**src/rtl/muldiv_pkg.sv**
```systemverilog
// muldiv_pkg: shared op codes, FSM states and iteration bound for the M-extension sequencer
package muldiv_pkg;
  localparam logic [2:0] OP_MUL    = 3'b000;
  localparam logic [2:0] OP_MULH   = 3'b001;
  localparam logic [2:0] OP_MULHSU = 3'b010;
  localparam logic [2:0] OP_MULHU  = 3'b011;
  localparam logic [2:0] OP_DIV    = 3'b100;
  localparam logic [2:0] OP_DIVU   = 3'b101;
  localparam logic [2:0] OP_REM    = 3'b110;
  localparam logic [2:0] OP_REMU   = 3'b111;
  localparam logic [4:0] ITER_LAST = 5'd31;
  typedef enum logic [2:0] {IDLE, PREP, ITER, FIX, DONE} state_t;
endpackage

```
**src/rtl/muldiv_addsub.sv**
```systemverilog
// muldiv_addsub: combinational adder/subtractor shared by multiply and divide steps
module muldiv_addsub #(
  parameter int W = 33
) (
  input  logic [W-1:0] a,
  input  logic [W-1:0] b,
  input  logic         sub,
  output logic [W-1:0] sum,
  output logic         cout
);
  assign {cout, sum} = {1'b0, a} + {1'b0, sub ? ~b : b} + {{W{1'b0}}, sub};
endmodule

```
**src/rtl/muldiv_sequencer.sv**
```systemverilog
// muldiv_sequencer: multi-cycle RV32M multiply/divide controller with pipeline stall
module muldiv_sequencer
  import muldiv_pkg::*;
#(
  parameter int XLEN = 32
) (
  input  logic            clk,
  input  logic            rst,
  input  logic            start,
  input  logic [2:0]      op,
  input  logic [XLEN-1:0] rs1,
  input  logic [XLEN-1:0] rs2,
  input  logic            flush,
  output logic            busy,
  output logic            stall,
  output logic            done,
  output logic [XLEN-1:0] result
);
  state_t state, state_n;
  logic [2:0]  op_q;
  logic [31:0] a_q, b_q, mcand;
  logic [63:0] acc, acc_iter, acc_neg;
  logic [4:0]  cnt;
  logic        neg;
  logic        is_div, sa, sb, neg_n, div0, ovf, special, cout;
  logic [31:0] abs_a, abs_b, special_res, fix_res, quo, rem;
  logic [32:0] add_a, add_b, sum;
  assign is_div      = op_q[2];
  assign sa          = (op_q == OP_MULH || op_q == OP_MULHSU || op_q == OP_DIV || op_q == OP_REM) && a_q[31];
  assign sb          = (op_q == OP_MULH || op_q == OP_DIV || op_q == OP_REM) && b_q[31];
  assign abs_a       = sa ? ~a_q + 32'd1 : a_q;
  assign abs_b       = sb ? ~b_q + 32'd1 : b_q;
  assign neg_n       = (op_q == OP_MULHSU || op_q == OP_REM) ? sa : sa ^ sb;
  assign div0        = is_div && b_q == 32'd0;
  assign ovf         = (op_q == OP_DIV || op_q == OP_REM) && a_q == 32'h8000_0000 && b_q == 32'hFFFF_FFFF;
  assign special     = div0 || ovf;
  assign special_res = div0 ? (op_q[1] ? a_q : 32'hFFFF_FFFF) : (op_q[1] ? 32'd0 : 32'h8000_0000);
  assign add_a       = is_div ? acc[63:31] : {1'b0, acc[63:32]};
  assign add_b       = {1'b0, mcand};
  muldiv_addsub #(.W(33)) u_addsub (
    .a   (add_a),
    .b   (add_b),
    .sub (is_div),
    .sum (sum),
    .cout(cout)
  );
  assign acc_iter = is_div ? (cout ? {sum[31:0], acc[30:0], 1'b1} : {acc[62:0], 1'b0})
                           : (acc[0] ? {sum, acc[31:1]} : {1'b0, acc[63:1]});
  assign acc_neg  = ~acc + 64'd1;
  assign quo      = acc[31:0];
  assign rem      = acc[63:32];
  assign fix_res  = op_q == OP_MUL ? acc[31:0]
                  : !is_div        ? (neg ? acc_neg[63:32] : acc[63:32])
                  : op_q[1]        ? (neg ? ~rem + 32'd1 : rem)
                  :                  (neg ? ~quo + 32'd1 : quo);
  assign busy  = state != IDLE;
  assign done  = state == DONE;
  assign stall = busy | start;
  // state register
  always_ff @(posedge clk or posedge rst)
    if (rst) state <= IDLE;
    else state <= state_n;
  // next state; flush aborts any active operation
  always_comb begin
    state_n = state;
    case (state)
      IDLE:    state_n = (start && !flush) ? PREP : IDLE;
      PREP:    state_n = special ? DONE : ITER;
      ITER:    state_n = cnt == ITER_LAST ? FIX : ITER;
      FIX:     state_n = DONE;
      DONE:    state_n = IDLE;
      default: state_n = IDLE;
    endcase
    if (flush && state != IDLE) state_n = IDLE;
  end
  // operand capture, iteration datapath and result register
  always_ff @(posedge clk or posedge rst)
    if (rst) begin
      op_q   <= '0;
      a_q    <= '0;
      b_q    <= '0;
      mcand  <= '0;
      acc    <= '0;
      cnt    <= '0;
      neg    <= 1'b0;
      result <= '0;
    end else begin
      if (state == IDLE && start && !flush) begin
        op_q <= op;
        a_q  <= rs1;
        b_q  <= rs2;
      end
      if (state == PREP) begin
        acc   <= {32'd0, abs_a};
        mcand <= abs_b;
        neg   <= neg_n;
        cnt   <= '0;
        if (special && !flush) result <= special_res;
      end
      if (state == ITER) begin
        acc <= acc_iter;
        cnt <= cnt + 5'd1;
      end
      if (state == FIX && !flush) result <= fix_res;
    end
endmodule

```
**config.mk**
```make
export PLATFORM = sky130hd
export DESIGN_NAME = muldiv_sequencer
export DESIGN_NICKNAME = d
export VERILOG_FILES = /design/src/rtl/muldiv_pkg.sv /design/src/rtl/muldiv_addsub.sv /design/src/rtl/muldiv_sequencer.sv
export SDC_FILE = /design/constraint.sdc
export NUM_CORES = 1
export LEC_CHECK = 0
export CAP_MARGIN = 15
export CORE_UTILIZATION = 50
export DETAILED_ROUTE_END_ITERATION = 8
export PLACE_DENSITY = 0.72
export REMOVE_ABC_BUFFERS = 1
export SLEW_MARGIN = 20
export SYNTH_ARGS = -nofsm -noshare
export SYNTH_HDL_FRONTEND = slang
export SYNTH_HIERARCHICAL = 1
export SYNTH_SLANG_ARGS = --single-unit
export TNS_END_PERCENT = 20
```
**constraint.sdc**
```tcl
create_clock -name clk -period 6.65 [get_ports clk]
set_input_delay 1.33 -clock clk [delete_from_list [all_inputs] [get_ports clk]]
set_output_delay 1.33 -clock clk [all_outputs]
set_load 0.02 [all_outputs]
```
==> results.toml, run 1 <==
[clock_network]
numClockSinks = 204
tritoncts = "yes"
clk_lat_worst_skew_ps = 550
cts.reportedPaths.clkPinSlew_ps = 60
cts_max_path_buffers = 3
hold_buffer_count_at_cts = 0
cts_setup_buffers = 0
cts.repair.resized = 0
cts_root_buffer = "sky130_fd_sc_hd__clkbuf_16"
cts-buffers-inserted = 26
cts_max_level = 1

[timing]
clock.fmax_mhz = 208.3
drv_slew = 0
tightestPinTransition_ps = 1155
finalSetupViolations = 0
worst_hold_check_slack_ps = 482.5
timing.clock.skew_ps = 11.32
finalCritPeriodShare = 0.7218
period_minus_slack_ps = 4800
timing.final.ws_setup_ps = 1850
totalNegativeSetupSlack_ps = 0
unrepaired_setup_endpoints_after_global_routing = "false"
maxSlewHeadroom = 0.2279
final_hold_vio_count = 0

[final_layout]
utilization = 0.5746
drive_above_1_share = 0.1090
layout.cells.most_common_list = "sky130_fd_sc_hd__nand2_1, sky130_fd_sc_hd__dfrtp_1, sky130_fd_sc_hd__o21ai_0, sky130_fd_sc_hd__a21oi_1, sky130_fd_sc_hd__clkdlybuf4s50_1"
antenna_cells_inserted = 0
layout_commonest_cell = "sky130_fd_sc_hd__nand2_1"
layout.nets = 2073
finish.cell_count_without_fillers = 2423
areaGrowthSynthToFinish_pct = 12.23

[run_status]
status = "finished clean"

[die]
starting_density_of_the_core = 0.5120
io_pins = 106
die_w_um = 185.0
coreArea_um2 = 32700
die-height_um = 185.0
std_cell_rows = 66
die_area_um2 = 34220

[drt]
ant_nets = 0
num_vias = 15680
wl_um = 52830
detail_route.vias_per_cell = 6.472
routed_length_per_placed_instance_um = 21.80
drt_first_pass_iters = 6
drc_errors = 0
detailedRoute.firstIterationViolations = 1564

[synthesis]
synth.largest_area_cell = "sky130_fd_sc_hd__dfrtp_1"
mappedNetlistArea_um2 = 16740
seq_area_frac_synth = 0.3049
netlist-cell-type-count = 87
synth.area.top_cells = "sky130_fd_sc_hd__dfrtp_1, sky130_fd_sc_hd__mux2_2, sky130_fd_sc_hd__mux2i_1"
synth-edff-count = 0
postSynthRegisterBits = 204
synthesis.yosys.warnings = 6
synth_largest_type_area_fraction = 0.3049
ys_dominant_reg_cell = "sky130_fd_sc_hd__dfrtp_1"
asyncSetResetFlopFracSynth = 1.000
gate_count_post_synth = 1978
syn-mean-instance-area_um2 = 8.465

[worst_setup_path]
worst_setup_path_endpoint = "acc[42]"
timing.rr.start = "op_q[2]"
timing.critical_path.from = "op_q[2]"
rrSetupSlack_ps = 1850
reg2reg_depth = 14
crit_path_end_kind = "register"
worstPathArrival_ps = 5200
critical_path_required_ps = 7050
crit_fanout = 43
worst-setup-path-type = "register to register"
reg2reg_to = "acc[42]"
timing.critical_path.from_type = "register"

[placed_design]
place_ws_ps = 1875
gpl.final_weighted_congestion = 1.014
place.detailed.instances = 2376
placement.io_buffers = 105
dp.final_hpwl_um = 36870

[grt]
maximum_number_of_pins_on_one_net_before_global_route_repair = 95
global_route_wire_length_before_repair_um = 83750
number_of_antenna_violations_at_the_first_check_in_global_routing = 1
grtUsageTotal = 0.3099
number_of_global_route_vias_before_repair = 15060
overall_overflow_remaining_after_global_route = 0

[power_and_ir_drop]
power.density_nw_per_um2 = 496.4
p_leak_nw = 7.516
vdd_drop_max_v = 0.0002236

[worst_hold_path]
timing.hold.worst.class = "register to register"

[run]
max_cap_violations = 0
layer usage:
layer,GRT usage,up-vias,part of all wire,wire [um]
met1,0.4056,7545,0.42,22190
met5,0,-,0,0
met3,0.03460,151,0.067,3561
met2,0.5114,718,0.47,24670
li1,-,7268,-,-
met4,0.1448,0,0.046,2405
sequential cells by signal (all words and copies together) (netlist names):
register and flops:
result 32, b_q 32, a_q 32, op_q 3, state 3, mcand 32, acc 64, cnt 5
neg 1
power by group:
part / total (W) / internal, W / leakage, nW / switching, W
combinational: 0.00535 / 0.00223 / 4.56 / 0.00313
clock: 0.00146 / 0.000892 / 0.436 / 0.000564
sequential: 0.00252 / 0.00166 / 2.52 / 0.000858
total: 0.00933 / 0.00478 / 7.52 / 0.00455
critical path, cell delays in order (launching register included):
cell and delay [ps]:
sky130_fd_sc_hd__dfrtp_4 780, sky130_fd_sc_hd__buf_4 640, sky130_fd_sc_hd__mux2_2 420, sky130_fd_sc_hd__ha_1 360
sky130_fd_sc_hd__o21a_1 120, sky130_fd_sc_hd__o21ai_0 70, sky130_fd_sc_hd__or3_4 430, sky130_fd_sc_hd__o21ai_2 290
sky130_fd_sc_hd__o21ai_4 160, sky130_fd_sc_hd__nor2_1 120, sky130_fd_sc_hd__or3_1 100, sky130_fd_sc_hd__buf_4 470
sky130_fd_sc_hd__mux2_2 400, sky130_fd_sc_hd__a21oi_1 150, sky130_fd_sc_hd__o22ai_1 90
area by class of cell:
cell class / instances / area, um2
Inverter: 33 / 131.4
Tap cell: 442 / 553.0
Multi-Input combinational cell: 1564 / 10830
Timing Repair Buffer: 133 / 1274
Clock buffer: 36 / 738.2
Clock inverter: 11 / 155.1
Sequential cell: 204 / 5111
Fill cell: 2995 / 13910
how the worst min path moves through the flow:
| stage | slack [ps] | depth (start not counted) | endpoint | start |
|---|---|---|---|---|
| 6_report | 480 | 1 | result[14] | result[14] |
| 3_3_place_gp | 460 | 1 | result[14] | result[14] |
| 2_1_floorplan | 450 | 1 | cnt[3] | cnt[3] |
| 3_5_place_dp | 470 | 1 | result[14] | result[14] |
| 5_1_grt | 510 | 2 | result[24] | result[24] |
| 4_1_cts | 490 | 1 | result[14] | result[14] |
cells by family after synthesis:
kind of cell	Yosys count	share of synthesized area
AOI/OAI and AO/OA	558	0.2237
xor gates and xnor gates	167	0.08736
adders and majority gates	40	0.03034
buffers and inverters	210	0.04999
DFF	204	0.3049
muxes	196	0.1256
other	1	0.0002240
and+or+nand+nor	602	0.1779
metrics by stage:
| step | area, um2 | total power, W |
|---|---|---|
| after floorplan | 16030 | 0.006218 |
| after global placement | 17890 | 0.007643 |
| after detailed placement | 17900 | 0.007750 |
| after CTS | 18790 | 0.009238 |
| after global routing | 18790 | 0.009963 |
| final | 18790 | 0.009327 |
synth_stat cells (all sizes together) (7+ instances only):
cell type,count
o211ai,30
a22o,9
nor3,42
a31oi,21
a21oi,111
o21ai,159
o311ai,10
o21bai,8
ha,39
a211oi,12
xnor2,73
nand3,42
mux2i,95
a221oi,7
dfrtp,204
o22ai,20
inv,30
or2,12
o21a,11
mux2,100
or4,16
xor2,94
o31ai,36
nand4,28
clkbuf,135
nand2b,15
nand2,215
and4,8
buf,42
and2,14
a21o,18
nor2,105
a32o,29
o221ai,14
and3,10
nor4,35
or3,32
nor2b,10
o41ai,20
Note: power is estimated with default switching activity, not from simulation.
==> run 2, diff against run 1 <==
Clock period 6.65 ns to 4 ns, I/O delays scaled along.
==> run 2 against run 1 <==
  * Clock skew increased by 16 ps
  * Sequential power up 54%
  * Critical path type unchanged
  * Worst hold slack lost 3.2 ps
  * Design area is 4.0% higher
  * Worst setup slack lost 1700 ps
==> results.toml, run 2 (synthesis gave the netlist of run 1 again) <==
[worst_setup_path]
timing.critical_path.from = "op_q[2]"
reg2reg_to = "acc[56]"
critical_path_required_ps = 4440
worstPathArrival_ps = 4260
slowest_delay_ps = 570
critical_path.cell_chain = "buf_12 > nand2_1 > o21ai_0 > mux2_4 > fa_1 > a21o_1 > a221o_1 > a21o_1 > o211ai_1 > nand3_1 > a21boi_1 > xnor2_1 > mux2i_1 > nand2_1 > a32o_1"
cp_top_family = "compound AO/OA/AOI/OAI gates"
timing.critical_path.from_type = "register"
rrSetupSlack_ps = 180
crit_path_end_kind = "register"
worstPathBufferInverterCount = 1
crit_slowest_cell = "sky130_fd_sc_hd__dfrtp_4"
crit_fanout = 20
reg2reg_depth = 15
worst-setup-path-type = "register to register"
timing.rr.start = "op_q[2]"

[timing]
period_minus_slack_ps = 3820
unrepaired_setup_endpoints_after_global_routing = "false"
maxSlewHeadroom = 0.3757
timing.final.ws_setup_ps = 180.5
final_hold_vio_count = 0
tightestPinTransition_ps = 927.9
timing.clock.skew_ps = 27.70
finalSetupViolations = 0
totalNegativeSetupSlack_ps = 0
clock.fmax_mhz = 261.8
finalCritPeriodShare = 0.9549
drv_slew = 0

[final_layout]
layout_commonest_cell = "sky130_fd_sc_hd__nand2_1"
utilization = 0.5976
areaGrowthSynthToFinish_pct = 16.72
finish.cell_count_without_fillers = 2511
regMostFlops = "acc"
antenna_cells_inserted = 0
layout.nets = 2161
drive_above_1_share = 0.1469
largest_reg_flops = 64
layout.cells.most_common_list = "sky130_fd_sc_hd__nand2_1, sky130_fd_sc_hd__dfrtp_1, sky130_fd_sc_hd__o21ai_0, sky130_fd_sc_hd__buf_4, sky130_fd_sc_hd__a21oi_1"

[worst_hold_path]
timing.hold.worst.class = "register to register"
holdPathStages = 2
timing.hold.worst.start = "result[2]"
hold_end = "result[2]"

[placed_design]
gpl.final_weighted_congestion = 0.9774
place_ws_ps = 20.96
dp.final_hpwl_um = 40810
place.detailed.instances = 2459
placement.io_buffers = 105

[die]
starting_density_of_the_core = 0.5120
die_w_um = 185.0
die_area_um2 = 34220
coreArea_um2 = 32700
io_pins = 106
std_cell_rows = 66
die-height_um = 185.0

[clock_network]
tritoncts = "yes"
cts_max_path_buffers = 3
hold_buffer_count_at_cts = 0
cts.reportedPaths.clkPinSlew_ps = 60
clk_lat_worst_skew_ps = 560
cts-buffers-inserted = 25
numClockSinks = 204
cts_max_level = 1
cts_root_buffer = "sky130_fd_sc_hd__clkbuf_16"

[drt]
detail_route.vias_per_cell = 6.399
detailedRoute.firstIterationViolations = 1466
routed_length_per_placed_instance_um = 22.21
num_vias = 16070
ant_nets = 0
drc_errors = 0
wl_um = 55770
drt_first_pass_iters = 5

[power_and_ir_drop]
p_leak_nw = 7.988
power_report.internal_total_w = 0.008472
sw_frac_of_total = 0.4777
power.share.combinational = 0.607
vdd_drop_max_v = 0.0003944
total_switching_power_w = 0.007748
power.density_nw_per_um2 = 830.0
seq_power_share = 0.239
share_clk_of_total_power = 0.153

[grt]
number_of_antenna_violations_at_the_first_check_in_global_routing = 0
overall_overflow_remaining_after_global_route = 0
global_route_wire_length_before_repair_um = 87290
grtUsageTotal = 0.3283
number_of_global_route_vias_before_repair = 15420
maximum_number_of_pins_on_one_net_before_global_route_repair = 82

[run]
max_cap_violations = 0

[run_status]
status = "finished clean"
[run 2: cell count changes in the layout (fill, tap and decap cells not counted), moves of 2 or more]
| cell | change |
|---|---|
| sky130_fd_sc_hd__buf_4 | +84 |
| sky130_fd_sc_hd__buf_12 | +5 |
| sky130_fd_sc_hd__clkbuf_8 | +4 |
| sky130_fd_sc_hd__clkinv_2 | -3 |
| sky130_fd_sc_hd__clkinv_4 | -2 |
[run 2: metal layers]
metal  vias to the layer above  routed length (um)  track usage
li1                       7447                   -            -
met4                         0                2687       0.1425
met3                       144                3639      0.04188
met5                         -                   0            0
met2                       700               25980       0.5487
met1                      7778               23460       0.4246
[run 2: cell type report]
class                           count  area, um2
Fill cell                        2949      13160
Clock buffer                       39      768.2
Sequential cell                   204       5111
Tap cell                          442      553.0
Multi-Input combinational cell   1564      10830
Clock inverter                      7      145.1
Timing Repair Buffer              222       2004
Inverter                           33      131.4
[run 2: stage by stage]
stage | hold WS [ps] | instance area (um2) | power [W]
2_1_floorplan | 449.4 | 16030 | 0.01034
3_3_place_gp | 459.2 | 18580 | 0.01334
3_5_place_dp | 466.1 | 18580 | 0.01350
4_1_cts | 483.6 | 19490 | 0.01603
5_1_grt | 502.8 | 19540 | 0.01731
6_report | 479.4 | 19540 | 0.01622
[run 2: worst max path at each step]
stage	end	slack, ps	cells past startpoint
finish	acc[56]	180	15
detailed placement	acc[62]	20	13
global placement	acc[62]	110	13
global route	acc[37]	20	15
floorplan	acc[35]	-5720	14
CTS	acc[60]	20	13
[run 2: power groups by stage]
stage               Sequential, W  Combinational, W  Clock [W]
floorplan                 0.00402           0.00631          0
global placement          0.00387           0.00947          0
detailed placement        0.00389           0.00961          0
CTS                       0.00386           0.00965    0.00252
global route              0.00399            0.0107    0.00260
finish                    0.00388           0.00985    0.00249
[run 2: what timing repair did]
action                                  in CTS  in global routing
buffers inserted                             0                  6
endpoints found under the hold margin        0                  0
gates resized for setup                      0                  4
endpoints found under the setup margin       0                 29
[run 2: worst reg2reg max path: stages (launching register included)]
cell	delay, ps
sky130_fd_sc_hd__dfrtp_4	570
sky130_fd_sc_hd__buf_12	180
sky130_fd_sc_hd__nand2_1	60
sky130_fd_sc_hd__o21ai_0	130
sky130_fd_sc_hd__mux2_4	320
sky130_fd_sc_hd__fa_1	410
sky130_fd_sc_hd__a21o_1	230
sky130_fd_sc_hd__a221o_1	340
sky130_fd_sc_hd__a21o_1	240
sky130_fd_sc_hd__o211ai_1	190
sky130_fd_sc_hd__nand3_1	200
sky130_fd_sc_hd__a21boi_1	210
sky130_fd_sc_hd__xnor2_1	120
sky130_fd_sc_hd__mux2i_1	140
sky130_fd_sc_hd__nand2_1	70
sky130_fd_sc_hd__a32o_1	290
